**src/rtl/snd_capture.sv**
```systemverilog
// ============================================================================
// snd_capture
// ----------------------------------------------------------------------------
// Receive side of the sound interface. Takes the serial ADC stream and turns
// each 64-slot frame into one 32-bit word for the record FIFO. The frame
// position comes from the shared slot counter serial_cnt. The low sample fills
// slots LO_START..LO_START+15 and the high sample fills slots
// HI_START..HI_START+15, MSB first. All other slots are padding.
//
// Recording starts in ARM and waits for a frame boundary. This makes the
// first word written a whole frame and not the tail of a frame that was
// already in progress.
//
// Optional build macro:
//   SND_REC_PEAK_EN  adds PEAK_LO / PEAK_HI. These hold the peak magnitude of
//                    each channel over every frame completed while
//                    recording.
//
// Ports:
//   SND_MCLK      in   1   master sound clock, rising edge
//   SND_RST       in   1   asynchronous reset, active-high
//   serial_cnt    in   6   frame slot counter 0..63
//   SND_DIN       in   1   serial ADC data, stable for the whole slot
//   M_REC_ENABLE  in   1   record enable
//   FIFO_FULL     in   1   record FIFO full
//   FIFO_WR       out  1   one-cycle FIFO write strobe
//   FIFO_DIN      out  32  {high sample, low sample}, held until next write
//   REC_OVERRUN   out  1   sticky: a completed frame was dropped (FIFO full)
//   PEAK_LO       out  15  (SND_REC_PEAK_EN only) low channel peak |sample|
//   PEAK_HI       out  15  (SND_REC_PEAK_EN only) high channel peak |sample|
// ============================================================================
module snd_capture #(
    parameter int SAMPLE_W = 16,
    parameter int LO_START = 1,
    parameter int HI_START = 33
) (
    input  logic                  SND_MCLK,
    input  logic                  SND_RST,
    input  logic [5:0]            serial_cnt,
    input  logic                  SND_DIN,
    input  logic                  M_REC_ENABLE,
    input  logic                  FIFO_FULL,
    output logic                  FIFO_WR,
    output logic [2*SAMPLE_W-1:0] FIFO_DIN,
    output logic                  REC_OVERRUN
`ifdef SND_REC_PEAK_EN
    ,
    output logic [SAMPLE_W-2:0]   PEAK_LO,
    output logic [SAMPLE_W-2:0]   PEAK_HI
`endif
);

    localparam logic [5:0] LO_FIRST = 6'(LO_START);
    localparam logic [5:0] LO_LAST  = 6'(LO_START + SAMPLE_W - 1);
    localparam logic [5:0] HI_FIRST = 6'(HI_START);
    localparam logic [5:0] HI_LAST  = 6'(HI_START + SAMPLE_W - 1);

    typedef enum logic [1:0] {
        IDLE    = 2'd0,
        ARM     = 2'd1,
        CAPTURE = 2'd2
    } state_t;

    state_t                  state_q, state_d;
    logic [5:0]              old_cnt_q, old_cnt_d;
    logic                    en_q, en_d;
    logic [SAMPLE_W-1:0]     lo_sr_q, lo_sr_d;
    logic [SAMPLE_W-1:0]     hi_sr_q, hi_sr_d;
    logic                    fifo_wr_q, fifo_wr_d;
    logic [2*SAMPLE_W-1:0]   fifo_din_q, fifo_din_d;
    logic                    overrun_q, overrun_d;

    logic slot_strobe;
    logic frame_end;
    logic in_lo;
    logic in_hi;
    logic frame_done;

    // Slot decode. A slot change is seen when the counter value differs
    // from the previous cycle. A jump of more than one is still a normal
    // slot, so a glitched frame is written as it stands.
    always_comb begin
        slot_strobe = (serial_cnt != old_cnt_q);
        frame_end   = (old_cnt_q == 6'o77) && (serial_cnt == 6'o00);
        in_lo       = (serial_cnt >= LO_FIRST) && (serial_cnt <= LO_LAST);
        in_hi       = (serial_cnt >= HI_FIRST) && (serial_cnt <= HI_LAST);
        // A completed frame only counts while recording is still enabled.
        // This drops a frame_end that coincides with enable falling.
        frame_done  = (state_q == CAPTURE) && frame_end && M_REC_ENABLE;
    end

    // State register.
    always_ff @(posedge SND_MCLK or posedge SND_RST) begin
        if (SND_RST) begin
            state_q <= IDLE;
        end else begin
            state_q <= state_d;
        end
    end

    // Next-state logic. Dropping the enable returns to IDLE from any
    // state, so every new recording goes through ARM again.
    always_comb begin
        state_d = state_q;
        if (!M_REC_ENABLE) begin
            state_d = IDLE;
        end else begin
            case (state_q)
                IDLE:    state_d = ARM;
                ARM:     if (frame_end) state_d = CAPTURE;
                CAPTURE: state_d = CAPTURE;
                default: state_d = IDLE;
            endcase
        end
    end

    // Output and datapath logic. The shift registers sample SND_DIN once
    // per slot, on the cycle the slot changes. The finished word is
    // registered, so it reaches the FIFO one cycle after frame_end.
    always_comb begin
        old_cnt_d  = serial_cnt;
        en_d       = M_REC_ENABLE;
        lo_sr_d    = lo_sr_q;
        hi_sr_d    = hi_sr_q;
        fifo_wr_d  = frame_done && !FIFO_FULL;
        fifo_din_d = fifo_din_q;
        overrun_d  = overrun_q;

        if (!M_REC_ENABLE) begin
            lo_sr_d = '0;
            hi_sr_d = '0;
        end else if (slot_strobe) begin
            if (in_lo) lo_sr_d = {lo_sr_q[SAMPLE_W-2:0], SND_DIN};
            if (in_hi) hi_sr_d = {hi_sr_q[SAMPLE_W-2:0], SND_DIN};
        end

        if (fifo_wr_d) begin
            fifo_din_d = {hi_sr_q, lo_sr_q};
        end

        // Clear on the falling edge of enable, but a set in the same
        // cycle wins.
        if (en_q && !M_REC_ENABLE) overrun_d = 1'b0;
        if (frame_done && FIFO_FULL) overrun_d = 1'b1;
    end

    // Datapath registers.
    always_ff @(posedge SND_MCLK or posedge SND_RST) begin
        if (SND_RST) begin
            old_cnt_q  <= 6'o00;
            en_q       <= 1'b0;
            lo_sr_q    <= '0;
            hi_sr_q    <= '0;
            fifo_wr_q  <= 1'b0;
            fifo_din_q <= '0;
            overrun_q  <= 1'b0;
        end else begin
            old_cnt_q  <= old_cnt_d;
            en_q       <= en_d;
            lo_sr_q    <= lo_sr_d;
            hi_sr_q    <= hi_sr_d;
            fifo_wr_q  <= fifo_wr_d;
            fifo_din_q <= fifo_din_d;
            overrun_q  <= overrun_d;
        end
    end

    assign FIFO_WR     = fifo_wr_q;
    assign FIFO_DIN    = fifo_din_q;
    assign REC_OVERRUN = overrun_q;

`ifdef SND_REC_PEAK_EN
    logic [SAMPLE_W-2:0] peak_lo_q, peak_lo_d;
    logic [SAMPLE_W-2:0] peak_hi_q, peak_hi_d;
    logic [SAMPLE_W-2:0] mag_lo;
    logic [SAMPLE_W-2:0] mag_hi;

    // Magnitude of a two's complement sample. The most negative value
    // has no positive counterpart, so it saturates to all ones.
    function automatic logic [SAMPLE_W-2:0] abs_mag(input logic [SAMPLE_W-1:0] s);
        logic [SAMPLE_W-1:0] neg;
        neg = -s;
        if (s == {1'b1, {(SAMPLE_W-1){1'b0}}}) begin
            return {(SAMPLE_W-1){1'b1}};
        end else if (s[SAMPLE_W-1]) begin
            return neg[SAMPLE_W-2:0];
        end else begin
            return s[SAMPLE_W-2:0];
        end
    endfunction

    // The peaks follow every completed frame, including frames dropped
    // because the FIFO was full.
    always_comb begin
        mag_lo    = abs_mag(lo_sr_q);
        mag_hi    = abs_mag(hi_sr_q);
        peak_lo_d = peak_lo_q;
        peak_hi_d = peak_hi_q;
        if (!M_REC_ENABLE) begin
            peak_lo_d = '0;
            peak_hi_d = '0;
        end else if (frame_done) begin
            if (mag_lo > peak_lo_q) peak_lo_d = mag_lo;
            if (mag_hi > peak_hi_q) peak_hi_d = mag_hi;
        end
    end

    // Peak registers.
    always_ff @(posedge SND_MCLK or posedge SND_RST) begin
        if (SND_RST) begin
            peak_lo_q <= '0;
            peak_hi_q <= '0;
        end else begin
            peak_lo_q <= peak_lo_d;
            peak_hi_q <= peak_hi_d;
        end
    end

    assign PEAK_LO = peak_lo_q;
    assign PEAK_HI = peak_hi_q;
`endif

endmodule
```
**config.mk**
```make
export PLATFORM = sky130hd
export DESIGN_NAME = snd_capture
export DESIGN_NICKNAME = d
export VERILOG_FILES = /design/src/rtl/snd_capture.sv
export SDC_FILE = /design/constraint.sdc
export NUM_CORES = 1
export LEC_CHECK = 0
export ABC_AREA = 1
export CORE_MARGIN = 2
export CORE_UTILIZATION = 55
export DETAILED_ROUTE_END_ITERATION = 12
export DONT_BUFFER_PORTS = 1
export PLACE_DENSITY = 0.72
export REMOVE_ABC_BUFFERS = 1
export SLEW_MARGIN = 5
export SYNTH_ARGS = -nofsm -noshare
export SYNTH_HDL_FRONTEND = slang
export SYNTH_SLANG_ARGS = --single-unit
```
**constraint.sdc**
```tcl
create_clock -name SND_MCLK -period 3.3 [get_ports SND_MCLK]
set_input_delay 0.66 -clock SND_MCLK [delete_from_list [all_inputs] [get_ports SND_MCLK]]
set_output_delay 0.66 -clock SND_MCLK [all_outputs]
set_load 0.05 [all_outputs]
```
Yosys cells after proc, flatten, opt, wreduce, memory -nomap -nowiden:

Index checks and enable logic that the tools add are counted.

* logic and storage cells: 46
* input port bits: 11
* output and inout port bits: 34
* flip-flop bits (word level): 75

* mux-type cells: 11
* equal/unequal tests: 8
* reduce and logical (&&, ||, !) cells: 15
* $lt $le $gt $ge: 4

Operators by type and width (number)
* 16-bit 2-to-1 mux: 6
* 1-bit logical AND: 8
* 6-bit == test, second input constant: 1
* 6-bit by 1-bit greater-or-equal comparator with 1-bit output, second input constant: 1
* 6-bit greater-or-equal comparator, second input constant: 1
* 6-bit by 5-bit <= comparator with 1-bit output, second input constant: 1
* 6-bit <= comparator, second input constant: 1
* 6-bit zero test: 1
* 2-bit by 1-bit != test with 1-bit output, second input constant: 3
* 6-bit != test: 1
* 2-bit one-hot mux with 3 select lines: 1
* 2-bit 2-to-1 mux: 2
* 2-bit AND reduction: 2
* 3-bit != test, second input constant: 1
* 2-bit by 1-bit == test with 1-bit output, second input constant: 1
* 2-bit == test, second input constant: 1
* 1-bit zero test: 2
* 2-bit zero test: 1
* 1-bit 2-to-1 mux: 2
* 2-bit nonzero test: 1

Longest topological paths before layout:

Gate-level depths: netlist (run 1).

* depth after elaboration: 6
* depth in mapped cells: 11
* gate-level depth less buffers: 10

Worst setup path before layout (run 1):

Ideal clock, no wire load.

* kind: input port to flip-flop
* start point: in serial_cnt[3]
* end point: reg hi_sr_q[0]
* path buffers: 1
* setup slack: 1734 ps
* setup time: 116 ps
* required time: 3184 ps
* arrival time: 1450 ps
* stages on the path: 9
* cell sequence: nor2_1 -> nand2_1 -> nand2_1 -> nand3_1 -> nand2_2 -> nand2_4 -> buf_6 -> nand2_1 -> nand2_1

* longest elaborated chain between the ends: 4
* elaborated cells on any way between the ends: 7
* classes of those cells: 2 x order compare; 3 x eq/ne; 2 x reduce/logical

RTL lines
* start, declared: RTL line 39 `input logic [5:0] serial_cnt,`
* 6-bit greater-or-equal comparator / 6-bit <= comparator (equally long branches): RTL line 86 `in_hi = (serial_cnt >= HI_FIRST) && (serial_cnt <= HI_LAST);`
* 1-bit logical AND: RTL line 86
* 2-bit by 1-bit != test with 1-bit output (no source line)
* 2-bit AND reduction (no source line) *
* end signal, assigned: RTL line 161 `hi_sr_q <= hi_sr_d;`
* end, declared: RTL line 68 `logic [SAMPLE_W-1:0] hi_sr_q, hi_sr_d;`

Mark *: on every way between the ends. The rest lies on a longest branch, timed or not.
A chain may end at the register's enable or synchronous reset.

Final worst setup path (run 1):

* start point: reg fifo_din_q[8] (netlist: FIFO_DIN[8])
* end point: out FIFO_DIN[8]

RTL lines
* start, declared: RTL line 70 `logic [2*SAMPLE_W-1:0] fifo_din_q, fifo_din_d;`
* start signal, assigned: RTL line 163 `fifo_din_q <= fifo_din_d;`
* end, declared: RTL line 44 `output logic [2*SAMPLE_W-1:0] FIFO_DIN,`

No word-level cell between the ends.

==> impl_results.md, run 1 <==
* PwrDens at between 400 and 500 nW/um^2
* R2r startpoint: state_q[0]
* CP Data Arrival Time at 1.02 ns
* Final Max Tran Viols at 0
* Setup CP Type: reg2out
* Critical Path Fanout Max at 2
* Fill count at 501
* Post-CTS Setup Inserts at 0
* Logic pwr share at 0.073
* Post-Synthesis Cells at about 430
* Post-synthesis register bit count at 75
* Clock Tree Root: clkbuf_8
* DIE HEIGHT at 82.5 microns
* Final setup viols at 0
* Pin count of the biggest net entering global routing at 42
* Min-delay src: serial_cnt[2]
* Final Util at 0.601
* # IOs at 45
* Setup Skew at 0.00413 ns
* Reg-to-reg slack, setup at 1.70 ns
* P_leak at 2.27 nW
* Mapped cell area at 3390 sq um
* Switch share at 0.245
* R2r endpoint: FIFO_DIN[16]
* CTS resizes at 0
* Reg power frac at 0.560
* Status: finished, final reports clean
* Vias in the first global route at 2399
* Via density at around 4.9
* Pre-CTS setup slack at 1.45 ns
* Synth area leader: dfrtp_1
* Sequential share of the synthesized area at 0.554
* Final Hold Viols at 0
* Full die area at ~6800 sq um
* Setup repair after global routing missed its margin: no
* Final worst slack at 1.62 ns
* DR pass1 iterations at 4
* DRT Wirelength at 6.29 mm
* Die width at roughly 82 microns
* # Max-Cap Violations at 0
* HP Class: in2reg
* Synth cell types at 16
* Worst Tran Pin Value at 0.858 ns
* Area Overhead vs Synth at 5.10%
* Max frequency at 0.596 GHz
* Via Count at 2470
* Hold Path Cell Cnt at 0
* Core area at 5920 sq um
* WHS Endpoint: old_cnt_q[2]
* CTS buffer count at 9
* Synthesized area per cell at 7.92 sq um
* Required @ worst endpoint at 2.64 ns
* Tot GR Track Use at 0.210
* VDD IR max at 0.276 mV
* Detailed placement HPWL at 3.80 mm
* R2R depth at 8
* H-tree levels at 3
* Initial Util at 0.572
* Setup_tns at 0 ns
* Yosys Warn Count at 0
* WHS at 0.337 ns
* Pint at approximately 1.3 mW
* Non-Filler Instances at 504
* Rows at 28
* Clock network power share at 0.367
* Cts hold-fix bufs at 0
* First-pass GRT wire length at ~11 mm
* Number of DRC markers in iteration 0 at 197
* Cells after DPL at 488
* PnR Total Power at approximately 1.7 mW
* DR WL/cell at 12.5 microns
* Initial antenna violation count at 0
* Share of the synthesized area in the top cell type at 0.554
* Ant diodes at 0
* Switching power at between 400 and 500 uW
* Post-route cell area at around 3600 sq um
* Layout cell share with drive strength beyond 1 at 0.0606
* Num Clock Sinks at 75
* GRT overflow at 0
* CP endpoint kind: primary output
* Routability cong. at 0.753
* Clk_lat worst skew at 0.34 ns
* CTS Buffer Depth at 2
* Antenna-violating nets left at 0
* Clk pin slew, worst setup/hold paths at 0.07 ns
* DRC at 0
* Synth area leaders: dfrtp_1 55%, nand2_1 24%, inv_1 5.8%
* Port bufs at 0
* CTS tree: done
* Crit path time final at approximately 1.7 ns
* Layout Nets at between 400 and 500
* CP startpoint: FIFO_DIN[8]
* Final Cycle Share at 0.508
* Post-DP Area at 3390 sq um
* Startpoint Class: register
* Relative slew slack at 0.427
==> cells in the mapped netlist <==
master / n
nand2_4: 3
o21ai_0: 2
nor2_1: 7
nand2_1: 221
nand4_1: 3
ha_1: 3
nand3_1: 38
clkinv_2: 1
nor2_2: 3
nand4_2: 1
buf_6: 5
buf_4: 2
nand2_2: 2
inv_1: 52
dfrtp_1: 75
buf_2: 10
==> worst max-delay path by stage <==
stage,cells after the start,to
3_3_place_gp,8,hi_sr_q[0]
4_1_cts,0,FIFO_DIN[8]
2_1_floorplan,1,FIFO_DIN[0]
3_5_place_dp,8,hi_sr_q[2]
6_report,0,FIFO_DIN[8]
5_1_grt,8,FIFO_DIN[7]
==> cell usage in the layout (no fill, tap or decap), types with 2 or more instances in the layout <==
master    count
nand2_4       3
dfrtp_1      75
clkbuf_1      3
nand2_1     221
nor2_1        7
ha_1          3
clkbuf_8     11
nand4_1       3
clkinv_2      3
nand2_2       2
o21ai_0       2
nor2_2        3
inv_1        51
nand3_1      38
==> flip-flops by register name, summed over array words and instances (netlist names) <==
signal and flops:
FIFO_DIN 32, FIFO_WR 1, REC_OVERRUN 1, en_q 1, hi_sr_q 16, lo_sr_q 16
old_cnt_q 6, state_q 2
==> logic make-up (layout without fill, tap and decap cells) <==
logic type,count (synthesis),after routing,synth area share
and+or+nand+nor,278,278,0.337
DFF,75,75,0.554
buffers and inverters,70,71,0.0949
adders and majority gates,3,3,0.0111
AOI/OAI and AO/OA,2,2,0.00295
==> routing by layer <==
metal / part of all wire / track usage
met3: 0.051 / 0.0522
met4: 0.018 / 0.102
met5: 0 / 0
met1: 0.46 / 0.262
met2: 0.47 / 0.342
==> power groups by stage <==
stage | Clock (mW) | Combinational, mW | Sequential (mW)
floorplan | 0 | 0.0970 | 0.971
global placement | 0 | 0.119 | 0.975
detailed placement | 0 | 0.127 | 0.976
CTS | 0.641 | 0.127 | 0.958
global route | 0.684 | 0.149 | 0.961
finish | 0.628 | 0.125 | 0.958
==> area by class of cell <==
type	instances	area, sq um	share of cell area
Clock buffer	14	163	0.0457
Clock inverter	2	10.0	0.00281
Inverter	53	200	0.0562
Multi-Input combinational cell	283	1190	0.334
Sequential cell	75	1880	0.527
Tap cell	75	93.8	0.0264
Timing Repair Buffer	2	27.5	0.00773
Note: power is estimated with default switching activity, not from simulation.
==> run 2, diff against run 1 <==
==> constraint.sdc (replaced) <==
create_clock -name SND_MCLK -period 1.65 [get_ports SND_MCLK]
set_input_delay 0.33 -clock SND_MCLK [delete_from_list [all_inputs] [get_ports SND_MCLK]]
set_output_delay 0.33 -clock SND_MCLK [all_outputs]
set_load 0.05 [all_outputs]
==> impl_results.md, run 2 (synthesis gave the netlist of run 1 again) <==
* Final Cycle Share at 0.896
* Die width at 82.5 microns (unchanged)
* Tot GR Track Use at 0.223 (+0.0133)
* R2r endpoint: lo_sr_q[3]
* Initial antenna violation count at 0 (unchanged)
* CTS Buffer Depth at 2 (unchanged)
* Critical Path Fanout Max at 34 (+32)
* Vias in the first global route at 2510 (+4.6%)
* Layout Nets at 449 (+2.5%)
* P_leak at 2.33 nW (+2.7%)
* Min-delay src: M_REC_ENABLE
* Final Hold Viols at 0 (unchanged)
* Setup CP Type: reg2reg
* DR pass1 iterations at 4 (unchanged)
* Antenna-violating nets left at 0 (unchanged)
* Max frequency at 0.676 GHz
* CP endpoint kind: register
* Cells after DPL at 491 (+0.61%)
* Crit path time final at around 1.5 ns
* Initial Util at 0.572 (unchanged)
* HP Class: in2reg
* DRT Wirelength at 6.57 mm (+4.5%)
* Area Overhead vs Synth at 11.0%
* Clk pin slew, worst setup/hold paths at 0.08 ns (about the same)
* Startpoint Class: register
* Num Clock Sinks at 75 (unchanged)
* CP Data Arrival Time at 1.76 ns (+0.74 ns)
* VDD IR max at 0.591 mV (+110%)
* Post-DP Area at 3420 sq um (+1.0%)
* First-pass GRT wire length at 11.4 mm (+5.8%)
* Clk_lat worst skew at 0.35 ns (about the same)
* Routability cong. at 0.745 (-1.2%)
* Clock Tree Root: clkbuf_8
* Setup Skew at 0.00686 ns (+0.00273 ns)
* Ant diodes at 0 (unchanged)
* WHS Endpoint: state_q[1]
* Post-CTS Setup Inserts at 0 (unchanged)
* Setup repair after global routing missed its margin: no
* Pin count of the biggest net entering global routing at 42 (unchanged)
* Detailed placement HPWL at 4.00 mm (+5.3%)
* Post-route cell area at 3760 sq um (+5.6%)
* Non-Filler Instances at 515 (+2.2%)
* CTS tree: done
* GRT overflow at 0 (unchanged)
* Final Max Tran Viols at 0 (unchanged)
* Rows at 28 (unchanged)
* Leading cell type in the layout, fill and taps excluded: nand2_1
* Via density at 4.94 (+0.76%)
* Core area at 5920 sq um (unchanged)
* PwrDens at 1010 nW/um^2 (+110%)
* Max reg flops at 32 (unchanged)
* DIE HEIGHT at 82.5 microns (unchanged)
* Layout cell share with drive strength beyond 1 at 0.0750 (+0.0144)
* Relative slew slack at 0.662 (+0.234)
* Hold Path Cell Cnt at 2 (+2)
* Required @ worst endpoint at 1.93 ns (-0.71 ns)
* Number of DRC markers in iteration 0 at 146 (-26%)
* CTS buffer count at 9 (unchanged)
* # IOs at 45 (unchanged)
* Via Count at 2543 (+3.0%)
* Full die area at 6800 sq um (unchanged)
* Most frequent cells in the layout: 221 x nand2_1, 75 x dfrtp_1, 51 x inv_1, 38 x nand3_1, 10 x clkbuf_8
* DRC at 0 (unchanged)
* Reg-to-reg slack, setup at 0.17 ns (-1.53 ns)
* Worst Tran Pin Value at 0.507 ns (-0.351 ns)
* Port bufs at 0 (unchanged)
* H-tree levels at 3 (unchanged)
* DR WL/cell at 12.8 microns (+2.2%)
* Final setup viols at 0 (unchanged)
* Status: finished, final reports clean
* R2R depth at 9 (+1)
* # Max-Cap Violations at 0 (unchanged)
* R2r startpoint: old_cnt_q[5]
-- run 2: power by group --
| group | internal, mW | leakage [nW] | total, mW | switching, mW |
|---|---|---|---|---|
| Combinational | 0.102 | 1.20 | 0.284 | 0.182 |
| Clock | 0.892 | 0.108 | 1.60 | 0.704 |
| Sequential | 1.88 | 1.03 | 1.91 | 0.0340 |
-- run 2: area by class of cell --
type | instances | area, sq um
fill | 487 | 2160
sequential | 75 | 1880
multi-input combinational | 283 | 1220
inverter | 53 | 201
timing repair buffer | 13 | 143
clock buffer | 10 | 138
tap | 75 | 93.8
clock inverter | 6 | 88.8
-- run 2: layer usage --
metal	GRT usage	up-vias	routed length (microns)
met3	0.0543	13	254
met2	0.360	42	3080
met5	0	-	0
met1	0.289	1192	3120
met4	0.0918	0	119
li1	-	1296	-
-- run 2: stage by stage --
step	util	hold WS (ns)	setup TNS (ns)	setup slack [ns]	power, mW
after global routing	0.635	0.157	0	0.0117	3.95
after detailed placement	0.578	0.274	0	0.0431	2.21
final	0.635	0.145	0	0.171	3.79
after CTS	0.630	0.131	0	0.0317	3.81
after global placement	0.578	0.273	0	0.120	2.20
after floorplan	-	0.361	-49.67	-0.590	2.14
-- run 2: critical path, stage by stage (launching register included) --
cell and delay, ns:
dfrtp_1 0.39, inv_1 0.08, nor2_2 0.05, nor2_1 0.08, nand2_1 0.08, nor2_2 0.20
nand2_8 0.20, nand2_8 0.18, nand2_1 0.07, nand2_1 0.07
-- run 2: how the worst max path moves through the flow --
stage                            start      endpoint  cells after the start
after global routing      old_cnt_q[5]    lo_sr_q[3]                      9
after CTS                   state_q[0]   FIFO_DIN[4]                      8
after floorplan                SND_RST   FIFO_DIN[0]                      1
final                     old_cnt_q[5]    lo_sr_q[3]                      9
after global placement      state_q[0]  FIFO_DIN[19]                      8
after detailed placement    state_q[0]   FIFO_DIN[4]                      8
-- run 2: repair_timing --
item | in CTS | in global routing
resized for setup | 0 | 5
hold buffers | 8 | 0
hold endpoints to repair | 26 | 0
setup endpoints to repair | 0 | 65
==> run 3, diff against run 2 <==
==> constraint.sdc (replaced) <==
create_clock -name SND_MCLK -period 1.6 [get_ports SND_MCLK]
set_input_delay 0.32 -clock SND_MCLK [delete_from_list [all_inputs] [get_ports SND_MCLK]]
set_output_delay 0.32 -clock SND_MCLK [all_outputs]
set_load 0.05 [all_outputs]
==> impl_results.md, run 3 (synthesis gave the netlist of run 1 again) <==
* Status: finished, final reports clean
* Final Cycle Share at 0.894 (-0.00253)
* Antenna-violating nets left at 0 (unchanged)
* Clk pin slew, worst setup/hold paths at 0.07 ns (about the same)
* DRC at 0 (unchanged)
* GRT overflow at 0 (unchanged)
* Final Max Tran Viols at 0 (unchanged)
* DRT Wirelength at 6.64 mm (+1.0%)
* # IOs at 45 (unchanged)
* Top delay family on crit path: simple AND/OR/NAND/NOR gates
* R2r endpoint: lo_sr_q[3]
* Final worst slack at 0.170 ns (-0.00114 ns)
* Num Clock Sinks at 75 (unchanged)
* Min-delay src: M_REC_ENABLE
* CTS resizes at 0 (unchanged)
* CTS Buffer Depth at 2 (unchanged)
* P_leak at 2.39 nW (+2.5%)
* R2r startpoint: old_cnt_q[2]
* DR pass1 iterations at 5 (+1)
* Rows at 28 (unchanged)
* Full die area at 6800 sq um (unchanged)
* Setup Skew at 0.00736 ns (+0.000501 ns)
* Pre-CTS setup slack at 0.207 ns (+0.164 ns)
* Max reg flops at 32 (unchanged)
* Relative slew slack at 0.653 (-0.00868)
* Crit path time final at 1.43 ns (-0.0489 ns)
* Layout cell share with drive strength beyond 1 at 0.0807 (+0.00572)
* Setup CP Type: reg2reg
* Hold Path Cell Cnt at 2 (unchanged)
* Leading cell type in the layout, fill and taps excluded: nand2_1
* Routability cong. at 0.798 (+7.1%)
* VDD IR max at 0.703 mV (+19%)
* Reg-to-reg slack, setup at 0.17 ns (about the same)
* Most frequent cells in the layout: 221 x nand2_1, 75 x dfrtp_1, 51 x inv_1, 38 x nand3_1, 9 x clkbuf_8
* Vias in the first global route at 2540 (+1.2%)
* Startpoint Class: register
* CP endpoint kind: register
* Worst path max stage delay at 0.40 ns (about the same)
* First-pass GRT wire length at 11.2 mm (-2.2%)
* Via Count at 2575 (+1.3%)
* Core area at 5920 sq um (unchanged)
* Critical Path Fanout Max at 14 (-59%)
* CP max stage cell: dfrtp_1
* Final Hold Viols at 0 (unchanged)
* Final setup viols at 0 (unchanged)
* Clock Tree Root: clkbuf_8
* Number of DRC markers in iteration 0 at 200 (+37%)
* CTS buffer count at 9 (unchanged)
* Setup_tns at 0 ns (unchanged)
* Layout Nets at 455 (+1.3%)
* # Max-Cap Violations at 0 (unchanged)
* Initial Util at 0.572 (unchanged)
* Crit path cell chain: inv_1, nand2_1, nand2_1, nand2_1, nor2_1, nand2_4, buf_4, nand3_1, nand2_1
* Most repeated library cell on the critical path: nand2_1
* DR WL/cell at 12.7 microns (-0.14%)
* Ant diodes at 0 (unchanged)
* DIE HEIGHT at 82.5 microns (unchanged)
* Via density at 4.94 (about the same)
* WHS Endpoint: state_q[1]
* Initial antenna violation count at 0 (unchanged)
* CTS tree: done
* HP Class: in2reg
* Buf+Inv Stages, Crit Path at 2 (+1)
* Die width at 82.5 microns (unchanged)
* Post-CTS Setup Inserts at 0 (unchanged)
* Max frequency at 0.699 GHz (+3.4%)
* H-tree levels at 3 (unchanged)
* Setup repair after global routing missed its margin: no
* Required @ worst endpoint at 1.83 ns (-0.10 ns)
* PwrDens at 1080 nW/um^2 (+7.3%)
* Clk_lat worst skew at 0.34 ns (about the same)
* Port bufs at 0 (unchanged)
* R2R depth at 9 (unchanged)
* Tot GR Track Use at 0.217 (-0.00594)
* Pin count of the biggest net entering global routing at 42 (unchanged)
* Area Overhead vs Synth at 12.7%
* CP Data Arrival Time at 1.66 ns (-0.10 ns)
* Worst Tran Pin Value at 0.520 ns (+0.0138 ns)
* Detailed placement HPWL at 4.32 mm (+8.1%)
-- run 3: changes by cell type in the layout (fill, tap and decap cells not counted), sizes merged --
cell / before / now
clkinvlp: 2 / 0
bufinv: 2 / 4
clkbuf: 10 / 11
inv: 53 / 52
buf: 5 / 11
-- run 3: final cells by class --
class	count	area (sq um)
Clock inverter	5	125
Tap cell	75	93.8
Clock buffer	11	131
Timing Repair Buffer	19	200
Multi-Input combinational cell	283	1190
Inverter	53	200
Sequential cell	75	1880
Fill cell	493	2100
-- run 3: metrics by stage --
stage          cell area, sq um  hold WS [ns]  utilization  cells  total power [mW]
2_1_floorplan              3270         0.351            -    411              2.20
3_3_place_gp               3480         0.259        0.588    497              2.27
3_5_place_dp               3480         0.255        0.588    497              2.29
4_1_cts                    3820         0.143        0.645    521              4.16
5_1_grt                    3820         0.149        0.645    521              4.28
6_report                   3820         0.161        0.645    521              4.13
-- run 3: worst max-delay path by stage --
stage                     depth (start not counted)         start           end
after floorplan                                   1       SND_RST   FIFO_DIN[0]
after global placement                            9  old_cnt_q[5]   lo_sr_q[12]
after detailed placement                          8    state_q[0]  FIFO_DIN[10]
after CTS                                         9  old_cnt_q[1]    lo_sr_q[1]
after global routing                              9  old_cnt_q[1]    lo_sr_q[9]
final                                             9  old_cnt_q[2]    lo_sr_q[3]
-- run 3: power by group --
group / internal (mW) / total (mW) / switching, mW
Clock: 1.19 / 1.87 / 0.677
Combinational: 0.103 / 0.288 / 0.185
Sequential: 1.94 / 1.98 / 0.0369
Total: 3.24 / 4.13 / 0.898
-- run 3: what timing repair did --
action                                 4_1_cts  5_1_grt
hold buffers                                 8        0
endpoints found under the hold margin       26        0
setup endpoints to repair                    0        0
-- run 3: per-layer routing --
layer  GRT usage  vias up  part of all wire
met5           0        -                 0
met4      0.0951        0             0.014
met3      0.0391        9             0.043
met2       0.364       57              0.49
met1       0.277     1208              0.46
li1            -     1301                 -
